**config.mk**
```make
export PLATFORM = sky130hd
export DESIGN_NAME = exa_crosb_out_vc_alloc
export DESIGN_NICKNAME = d
export VERILOG_FILES = /design/src/rtl/exa_crosb_pkg.sv /design/src/rtl/exa_crosb_rr_arb.sv /design/src/rtl/exa_crosb_out_vc_alloc.sv
export SDC_FILE = /design/constraint.sdc
export NUM_CORES = 1
export LEC_CHECK = 0
export CAP_MARGIN = 30
export CORE_MARGIN = 4
export CORE_UTILIZATION = 35
export CTS_CLUSTER_DIAMETER = 150
export CTS_CLUSTER_SIZE = 8
export DETAILED_ROUTE_END_ITERATION = 16
export GPL_ROUTABILITY_DRIVEN = 0
export SYNTH_ARGS = -nofsm -noshare
export SYNTH_HDL_FRONTEND = slang
export SYNTH_SLANG_ARGS = --single-unit
```
**constraint.sdc**
```tcl
create_clock -name ACLK -period 4.2 [get_ports ACLK]
set_input_delay 1.05 -clock ACLK [delete_from_list [all_inputs] [get_ports ACLK]]
set_output_delay 1.05 -clock ACLK [all_outputs]
set_load 0.02 [all_outputs]
```
**src/rtl/exa_crosb_pkg.sv**
```systemverilog
// Shared types and constants for the crossbar output VC allocator.
package exa_crosb_pkg;

  localparam int CREDIT_MODE_PKT  = 0;
  localparam int CREDIT_MODE_FLIT = 1;

  typedef enum logic {
    IDLE = 1'b0,
    BUSY = 1'b1
  } alloc_state_t;

endpackage

```
**src/rtl/exa_crosb_rr_arb.sv**
```systemverilog
// Round-robin arbiter: first request at or after ptr (with wrap) wins, one-hot grant plus index.
module exa_crosb_rr_arb #(
  parameter  int N  = 4,
  localparam int PW = (N > 1) ? $clog2(N) : 1
) (
  input  logic [N-1:0]  req,
  input  logic [PW-1:0] ptr,
  output logic [N-1:0]  gnt,
  output logic [PW-1:0] gnt_idx,
  output logic          any
);

  int            t;
  logic [PW-1:0] idx;

  always_comb begin
    gnt     = '0;
    gnt_idx = '0;
    any     = 1'b0;
    t       = 0;
    idx     = '0;
    for (int k = 0; k < N; k++) begin
      t   = (int'(ptr) + k) % N;
      idx = PW'(t);
      if (!any && req[idx]) begin
        any      = 1'b1;
        gnt[idx] = 1'b1;
        gnt_idx  = idx;
      end
    end
  end

endmodule

```
**src/rtl/exa_crosb_out_vc_alloc.sv**
```systemverilog
// Per-output VC allocator: strict priority across classes, round-robin within a class,
// packet-granular ownership and counter-based credits per output VC.
module exa_crosb_out_vc_alloc
  import exa_crosb_pkg::*;
#(
  parameter  int INPUT_NUM      = 4,
  parameter  int VC_NUM         = 2,
  parameter  int PRIO_NUM       = 2,
  parameter  int OUT_FIFO_DEPTH = 40,
  parameter  int MAX_PKT_FLITS  = 18,
  parameter  int CREDIT_MODE    = 0,
  localparam int NVC            = VC_NUM * PRIO_NUM,
  localparam int VCW            = (NVC > 1) ? $clog2(NVC) : 1,
  localparam int CW             = $clog2(OUT_FIFO_DEPTH + 1)
) (
  input  logic                     ACLK,
  input  logic                     ARESETN,
  input  logic [INPUT_NUM-1:0]     i_req,
  input  logic [INPUT_NUM*VCW-1:0] i_req_vc,
  input  logic                     i_xfer,
  input  logic                     i_xfer_last,
  input  logic [NVC-1:0]           i_credit_ret,
  output logic [INPUT_NUM-1:0]     o_grant,
  output logic [VCW-1:0]           o_grant_vc,
  output logic                     o_flit_ok,
  output logic [NVC*CW-1:0]        o_credits,
  output logic                     o_credit_err,
  output logic                     o_state
);

  typedef logic [VCW-1:0] vc_idx_t;

  localparam int PW  = (INPUT_NUM > 1) ? $clog2(INPUT_NUM) : 1;
  localparam int PCW = (PRIO_NUM > 1) ? $clog2(PRIO_NUM) : 1;
  localparam logic [CW-1:0] FULL = CW'(OUT_FIFO_DEPTH);
  localparam logic [CW-1:0] THR  = (CREDIT_MODE == CREDIT_MODE_FLIT) ? CW'(1) : CW'(MAX_PKT_FLITS);

  if (MAX_PKT_FLITS > OUT_FIFO_DEPTH) begin : g_cfg_chk
    $error("MAX_PKT_FLITS exceeds OUT_FIFO_DEPTH: a packet could never be granted");
  end

  alloc_state_t                   state_q, state_d;
  logic [INPUT_NUM-1:0]           grant_q, grant_d;
  vc_idx_t                        grant_vc_q, grant_vc_d;
  logic [PRIO_NUM-1:0][PW-1:0]    rr_ptr_q, rr_ptr_d;
  logic                           err_q, err_d;

  vc_idx_t [INPUT_NUM-1:0]        req_vc_a;
  logic [NVC-1:0][CW-1:0]         credits;
  logic [NVC-1:0]                 vc_err;
  logic [PRIO_NUM-1:0][INPUT_NUM-1:0] elig;
  logic [PRIO_NUM-1:0][INPUT_NUM-1:0] cls_gnt;
  logic [PRIO_NUM-1:0][PW-1:0]    cls_idx;
  logic [PRIO_NUM-1:0]            cls_any;
  logic                           win_any;
  logic [INPUT_NUM-1:0]           win_gnt;
  logic [PW-1:0]                  win_idx;
  logic [PCW-1:0]                 win_cls;

  assign req_vc_a = i_req_vc;

  // Out-of-range VC requests are simply never eligible.
  always_comb begin
    elig = '0;
    for (int p = 0; p < PRIO_NUM; p++) begin
      for (int i = 0; i < INPUT_NUM; i++) begin
        if (i_req[i] && (int'(req_vc_a[i]) < NVC) && ((int'(req_vc_a[i]) / VC_NUM) == p) &&
            (credits[req_vc_a[i]] >= THR)) begin
          elig[p][i] = 1'b1;
        end
      end
    end
  end

  for (genvar p = 0; p < PRIO_NUM; p++) begin : g_arb
    exa_crosb_rr_arb #(.N(INPUT_NUM)) u_arb (
      .req     (elig[p]),
      .ptr     (rr_ptr_q[p]),
      .gnt     (cls_gnt[p]),
      .gnt_idx (cls_idx[p]),
      .any     (cls_any[p])
    );
  end

  // Ascending scan so the highest class with any eligible input overrides lower ones.
  always_comb begin
    win_any = 1'b0;
    win_gnt = '0;
    win_idx = '0;
    win_cls = '0;
    for (int p = 0; p < PRIO_NUM; p++) begin
      if (cls_any[p]) begin
        win_any = 1'b1;
        win_gnt = cls_gnt[p];
        win_idx = cls_idx[p];
        win_cls = PCW'(p);
      end
    end
  end

  // i_xfer is the M_AXIS tvalid & tready beat; i_xfer_last marks that beat as tlast.
  always_comb begin
    state_d    = state_q;
    grant_d    = grant_q;
    grant_vc_d = grant_vc_q;
    rr_ptr_d   = rr_ptr_q;
    err_d      = err_q | (|vc_err) | (i_xfer && (state_q == IDLE));
    case (state_q)
      IDLE: begin
        if (win_any) begin
          state_d           = BUSY;
          grant_d           = win_gnt;
          grant_vc_d        = req_vc_a[win_idx];
          rr_ptr_d[win_cls] = (win_idx == PW'(INPUT_NUM - 1)) ? '0 : win_idx + PW'(1);
        end
      end
      BUSY: begin
        if (i_xfer && i_xfer_last) begin
          state_d = IDLE;
          grant_d = '0;
        end
      end
      default: state_d = IDLE;
    endcase
  end

  always_ff @(posedge ACLK or negedge ARESETN) begin
    if (!ARESETN) begin
      state_q    <= IDLE;
      grant_q    <= '0;
      grant_vc_q <= '0;
      rr_ptr_q   <= '0;
      err_q      <= 1'b0;
    end else begin
      state_q    <= state_d;
      grant_q    <= grant_d;
      grant_vc_q <= grant_vc_d;
      rr_ptr_q   <= rr_ptr_d;
      err_q      <= err_d;
    end
  end

  for (genvar v = 0; v < NVC; v++) begin : g_credit
    logic [CW-1:0] cnt_q, cnt_d;
    logic          dec, inc, cnt_err;

    assign dec = i_xfer && (state_q == BUSY) && (grant_vc_q == VCW'(v));
    assign inc = i_credit_ret[v];

    // A simultaneous send and return cancel out; otherwise clamp and flag.
    always_comb begin
      cnt_d   = cnt_q;
      cnt_err = 1'b0;
      if (dec && !inc) begin
        if (cnt_q == '0) cnt_err = 1'b1;
        else             cnt_d   = cnt_q - CW'(1);
      end else if (inc && !dec) begin
        if (cnt_q == FULL) cnt_err = 1'b1;
        else               cnt_d   = cnt_q + CW'(1);
      end
    end

    always_ff @(posedge ACLK or negedge ARESETN) begin
      if (!ARESETN) cnt_q <= FULL;
      else          cnt_q <= cnt_d;
    end

    assign credits[v] = cnt_q;
    assign vc_err[v]  = cnt_err;
  end

  assign o_grant      = grant_q;
  assign o_grant_vc   = grant_vc_q;
  assign o_flit_ok    = (state_q == BUSY) &&
                        ((CREDIT_MODE == CREDIT_MODE_PKT) || (credits[grant_vc_q] != '0));
  assign o_credits    = credits;
  assign o_credit_err = err_q;
  assign o_state      = (state_q == BUSY);

endmodule
```
==> results of run 1 <==
-- logic make-up (layout without fill, tap and decap cells) --
group,after synthesis,count (layout),share of synthesized area (%)
buffers and inverters,46,104,4.99
flip-flops,36,36,23.7
multiplexers,13,13,5.15
AND/OR/NAND/NOR,134,134,18.6
AO/OA/AOI/OAI,137,137,27.2
XOR/XNOR,23,23,5.25
adder cells (fa/ha/maj),44,44,15.1
-- metrics by stage --
step / std cells / power [µW] / utilization [%] / area, µm² / setup WS [ns]
2_1_floorplan: 433 / 2320 / - / 3840 / 1.05
3_3_place_gp: 619 / 2950 / 43.0 / 4520 / 0.324
3_5_place_dp: 619 / 2980 / 43.0 / 4520 / 0.304
4_1_cts: 627 / 3260 / 43.8 / 4610 / 0.607
5_1_grt: 627 / 3540 / 43.8 / 4610 / 0.447
6_report: 627 / 3250 / 43.8 / 4610 / 0.566
-- final timing paths --
| path | from | to | slack, ns | depth (start not counted) |
|---|---|---|---|---|
| max | i_req_vc[0] | rr_ptr_q[1]$_DFFE_PN0P_ | 0.57 | 9 |
| min | g_credit[0].cnt_q[3]$_DFFE_PN1P_ | g_credit[0].cnt_q[3]$_DFFE_PN1P_ | 0.52 | 2 |
| max reg2reg | rr_ptr_q[2]$_DFFE_PN0P_ | rr_ptr_q[1]$_DFFE_PN0P_ | 1.02 | 7 |
| min reg2reg | g_credit[0].cnt_q[3]$_DFFE_PN1P_ | g_credit[0].cnt_q[3]$_DFFE_PN1P_ | 0.52 | 2 |
| max in group asynchronous | ARESETN | g_credit[3].cnt_q[2]$_DFFE_PN0P_ | 2.78 | 1 |
| min in group asynchronous | ARESETN | o_grant[3]$_DFFE_PN0P_ | 0.87 | 1 |
-- cell usage after synthesis (all sizes together), types with 4 or more instances --
library cell / instances
mux4: 5
a222oi: 4
buf: 4
dfrtp: 28
a21oi: 22
xnor2: 13
or3: 7
nor2b: 4
a221o: 7
nand2: 41
o22ai: 6
dfstp: 8
nor3: 5
xor2: 10
or2: 6
o32a: 4
ha: 40
nor2: 25
o21bai: 4
inv: 37
and2: 4
o21ai: 26
nor4: 4
nand3: 11
nand2b: 10
a21o: 15
mux2: 4
o22a: 4
a31oi: 5
a211oi: 4
fa: 4
mux2i: 4
-- sequential cells by signal, indices dropped and copies added (netlist names) --
signal,flops
g_credit.cnt_q,24
o_grant,4
rr_ptr_q,4
o_grant_vc,2
o_credit_err,1
o_flit_ok,1
-- cell type report --
| class | instances | area (µm²) |
|---|---|---|
| clock buffer | 7 | 76.3 |
| timing repair buffer | 58 | 561 |
| clock inverter | 1 | 8.76 |
| fill | 1043 | 5900 |
| inverter | 38 | 143 |
| sequential | 36 | 911 |
| multi-input combinational | 351 | 2740 |
| tap | 136 | 170 |
-- per-layer routing --
layer  up-vias  global-route usage (%)
met5         -                       0
met4         0                    3.61
met3         9                    1.87
met2        99                    27.8
met1      1717                    22.9
li1       1735                       -
-- power by group through the flow --
stage	Sequential, µW	Combinational (µW)	Clock, µW
4_1_cts	807	2190	267
3_3_place_gp	808	2140	0
3_5_place_dp	811	2170	0
2_1_floorplan	872	1450	0
5_1_grt	843	2410	283
6_report	806	2190	258
-- worst min-delay path, delay by kind of cell (launching register included) --
| kind | cells | cell delay, ns |
|---|---|---|
| DFF | 1 | 0.40 |
| AOI/OAI and AO/OA | 1 | 0.07 |
| and+or+nand+nor | 1 | 0.05 |
==> flow_summary_export.csv, run 1 <==
group,metric,value,unit
logic_synthesis,synth_top_cell_by_area,"dfrtp_1",
sta,fin_skew,0.00249,ns
drt,totalWireLength,10.4,mm
drt,via_count,3560,
worst_setup_path,cpPeakStageDelay,0.64,ns
cts,cts_root_buf,"clkbuf_8",
status,status,"finished clean",
logic_synthesis,ys_async_sr_fraction,100,%
pwr,p_per_area,706,mW/mm²
worst_setup_path,crit_required,4.38,ns
drt,drcViolationCount,0,
logic_synthesis,synth_cell_type_count,80,
sta,whs,0.519,ns
global_route,grt-ovfl-total,0,
logic_synthesis,syn-instance-count,433,
worst_setup_path,critPathCaptureType,"flip-flop",
pwr,combPwrFrac,67.3,%
sta,finalCritPeriodShare,86.5,%
global_route,antenna_found_initial,0,
logic_synthesis,seq_area_frac_synth,23.7,%
drt,ant_nets,0,
min_path,min_path_type,"reg2reg",
cts,cts_resized,0,
drt,vias_per_cell,5.68,
sta,rsz0062_at_grt,"false",
worst_setup_path,start_kind,"input port",
die,start_util,36.5,%
global_route,grt_max_degree,37,
cts,clk_latency,0.29,ns
die,die-height,113,µm
sta,finalCriticalPeriod,3.63,ns
pwr,p_sw_share,49.2,%
die,core,0.0105,mm²
sta,slew_violations,0,
worst_setup_path,critical_path_class,"in2reg",
worst_setup_path,crit_slowest_cell,"clkdlybuf4s50_1",
cells_and_area,drive_gt1_share,11.8,%
pwr,irDropWorstVdd,0.000304,V
worst_setup_path,path_buf_inv,1,
cells_and_area,diodes,0,
drt,dr.pass1.iters,5,
global_route,grt_pass1_vias,3480,
die,dieArea,0.0127,mm²
sta,fmax,275,MHz
cts,ctsHoldBuffers,0,
cells_and_area,fin_nets,554,
drt,wl_met2,5.05,mm
pwr,p_leak,0.00201,µW
pwr,p_sw,1600,µW
cts,clk_pin_slew,0.08,ns
cts,cts-buffers-inserted,5,
job,maxCapViolations,0,
logic_synthesis,synth_warnings,0,
die,rows,37,
cts,cts_tree,"yes",
cts,htreeDepth,2,
die,die_x,113,µm
global_route,grt_pass1_wl,17.5,mm
pwr,seqPwrFrac,24.8,%
worst_setup_path,crit_fanout,7,
drt,drtIter0Drc,272,
logic_synthesis,synth_area_leaders,"dfrtp_1 (18%), ha_1 (13%), dfstp_2 (5.5%)",
place,port_buffers,52,
worst_setup_path,cpLargestDelayFamily,"multiplexers",
logic_synthesis,synth_edf_count,0,
logic_synthesis,synth_area,0.00384,mm²
cts,clock-sinks,36,
logic_synthesis,synth-seq-cells,36,
sta,relSlewSlack,41.2,%
logic_synthesis,avgSynthCellArea,8.87,µm²
cts,clk_path_buf_depth,2,
drt,met1_length,4.80,mm
sta,timing.setup.tns,0,ns
logic_synthesis,ys.flop_type,"dfrtp_1",
cells_and_area,final_common_cell,"clkdlybuf4s50_1",
logic_synthesis,synth.top_cell.area_share,18.3,%
pwr,pwr-share-clk,7.9,%
worst_setup_path,path_cells,"clkdlybuf4s50_1 > nand3b_1 > a21oi_1 > or2_1 > mux4_2 > o32a_4 > nor3_4 > xnor2_1 > mux2_2",
die,ios,53,
cells_and_area,final_cell_mix,"clkdlybuf4s50_1 (51), nand2_1 (41), ha_1 (40)",
cts,cts_post_setup_buffers_inserted,0,
drt,routedWlPerCell,16.6,µm
worst_setup_path,crit_arrival,3.82,ns
global_route,grtUsageTotal,16.5,%
place,hpwl,8.15,mm
drt,dr.max_layer_used,"met4",
logic_synthesis,syn_nets,497,
sta,setup_viol,0,
drt,met3WireLength,451,µm
sta,worst_pin_slew,0.882,ns
cells_and_area,area_growth,20.0,%
sta,hold_viol,0,
pwr,p_int,1650,µW
Note: power is estimated with default switching activity, not from simulation.
==> run 2: changes to the inputs <==
--- a/config.mk
+++ b/config.mk
@@ -6,12 +6,13 @@
 export NUM_CORES = 1
 export LEC_CHECK = 0
 export CAP_MARGIN = 30
-export CORE_MARGIN = 4
-export CORE_UTILIZATION = 35
+export CORE_MARGIN = 2
+export CORE_UTILIZATION = 56
 export CTS_CLUSTER_DIAMETER = 150
 export CTS_CLUSTER_SIZE = 8
 export DETAILED_ROUTE_END_ITERATION = 16
 export GPL_ROUTABILITY_DRIVEN = 0
+export PLACE_DENSITY_LB_ADDON = 0.25
 export SYNTH_ARGS = -nofsm -noshare
 export SYNTH_HDL_FRONTEND = slang
 export SYNTH_SLANG_ARGS = --single-unit
==> flow_summary_export.csv, run 2 (synthesis results as in run 1) <==
group,metric,value,unit
status,status,"finished clean",
cells_and_area,final_common_cell,"clkdlybuf4s50_1",
drt,drcViolationCount,0,
die,start_util,57.1,%
worst_setup_path,crit_fanout,7,
global_route,grtUsageTotal,27.5,%
global_route,grt_pass1_wl,16.7,mm
cts,ctsHoldBuffers,0,
die,dieArea,0.00753,mm²
worst_setup_path,crit_required,4.39,ns
sta,slew_violations,0,
cells_and_area,area_growth,18.5,%
worst_setup_path,crit_arrival,3.80,ns
worst_setup_path,cpPeakStageDelay,0.62,ns
sta,finalCritPeriodShare,85.9,%
cells_and_area,seqCellArea,911,µm²
min_path,holdPathStages,2,
cts,cts_tree,"yes",
sta,setup_viol,0,
sta,fin_skew,0.00745,ns
die,core,0.00672,mm²
cells_and_area,largest_register_ffs,24,
sta,relSlewSlack,42.9,%
sta,fmax,277,MHz
cells_and_area,diodes,0,
cts,clk_path_buf_depth,2,
cts,htreeDepth,2,
die,die-height,86.8,µm
sta,rsz0062_at_grt,"false",
sta,worst_pin_slew,0.856,ns
min_path,min_path_type,"reg2reg",
cells_and_area,fin_area,0.00455,mm²
sta,timing.setup.tns,0,ns
job,maxCapViolations,0,
worst_setup_path,critPathCaptureType,"flip-flop",
global_route,antenna_found_initial,0,
worst_setup_path,path_cells,"clkdlybuf4s50_1 > nand3b_1 > a21oi_1 > or2_1 > mux4_2 > o32a_4 > nor3_4 > xnor2_1 > mux2_2",
die,ios,53,
drt,routedWlPerCell,17.1,µm
drt,via_count,3642,
drt,ant_nets,0,
cts,cts-buffers-inserted,5,
global_route,grt-ovfl-total,0,
cts,cts_post_setup_buffers_inserted,0,
pwr,p_per_area,720,mW/mm²
global_route,grt_max_degree,37,
cells_and_area,drive_gt1_share,12.0,%
worst_setup_path,critical_path_class,"in2reg",
worst_setup_path,start_kind,"input port",
place,dpl-instance-area,0.00445,mm²
die,rows,30,
sta,hold_viol,0,
cts,clk_pin_slew,0.08,ns
worst_setup_path,rr_worst_depth,7,
global_route,grt_pass1_vias,3488,
cells_and_area,multiInputGateArea,0.00274,mm²
sta,finalCriticalPeriod,3.61,ns
cts,cts_root_buf,"clkbuf_8",
cells_and_area,nFillCells,569,
place,hpwl,7.45,mm
drt,drtIter0Drc,279,
cts,clock-sinks,36,
pwr,irDropWorstVdd,0.000309,V
pwr,p_leak,0.00202,µW
cts,clk_latency,0.30,ns
cells_and_area,final_cell_mix,"clkdlybuf4s50_1 (51), nand2_1 (41), ha_1 (40)",
die,die_x,86.8,µm
drt,totalWireLength,9.77,mm
drt,dr.pass1.iters,5,
cells_and_area,regMostFlops,"g_credit.cnt_q",
cts,cts_resized,0,
worst_setup_path,crit_slowest_cell,"clkdlybuf4s50_1",
place,port_buffers,52,
drt,vias_per_cell,6.38,
cells_and_area,fin_nets,554,
run 2: cell types whose count changed in the layout (fill, tap and decap cells not counted), sizes merged:
cell,change
clkinv,-1
clkbuf,+1
run 2: per-stage QoR:
step	setup WS [ns]	total power [µW]	hold slack [ns]	cells	util, %
floorplan	1.05	2320	0.533	433	-
global placement	0.363	2880	0.496	563	66.2
detailed placement	0.289	2960	0.499	563	66.2
CTS	0.595	3270	0.519	571	67.7
global route	0.389	3560	0.544	571	67.7
finish	0.591	3280	0.519	571	67.7
run 2: power by group:
group	switching [µW]	total (µW)	internal, µW
clock network	139	289	150
registers	270	798	528
logic	1180	2190	1010
total	1590	3280	1680
run 2: worst paths after layout:
| kind | startpoint | to | slack, ns |
|---|---|---|---|
| setup / recovery | i_req_vc[0] | rr_ptr_q[1]$_DFFE_PN0P_ | 0.59 |
| hold reg to reg | o_credit_err$_DFF_PN0_ | o_credit_err$_DFF_PN0_ | 0.52 |
| setup reg to reg | rr_ptr_q[2]$_DFFE_PN0P_ | rr_ptr_q[1]$_DFFE_PN0P_ | 1.04 |
| min in group asynchronous | ARESETN | g_credit[0].cnt_q[2]$_DFFE_PN0P_ | 0.85 |
| hold / removal | o_credit_err$_DFF_PN0_ | o_credit_err$_DFF_PN0_ | 0.52 |
| max in group asynchronous | ARESETN | g_credit[3].cnt_q[4]$_DFFE_PN0P_ | 2.81 |
run 2: worst max-delay path: cells and delay by family:
kind	cells	cell delay, ns
mux	2	0.81
simple gates	3	0.73
buf+inv	1	0.62
compound gates	2	0.50
xor+xnor	1	0.10
run 2: layout make-up:
type | instances | area share (%)
clock buffer | 8 | 2.20
inverter | 38 | 3.13
multi-input combinational | 351 | 60.1
sequential | 36 | 20.0
tap | 80 | 2.20
timing repair buffer | 58 | 12.3
run 2: metal layers:
| layer | vias to the layer above | global-route usage (%) | routed length [µm] |
|---|---|---|---|
| met5 | - | 0 | 0 |
| met4 | 0 | 6.25 | 130 |
| met3 | 13 | 3.81 | 477 |
| met2 | 126 | 46.3 | 4770 |
| met1 | 1758 | 37.5 | 4400 |
| li1 | 1745 | - | - |
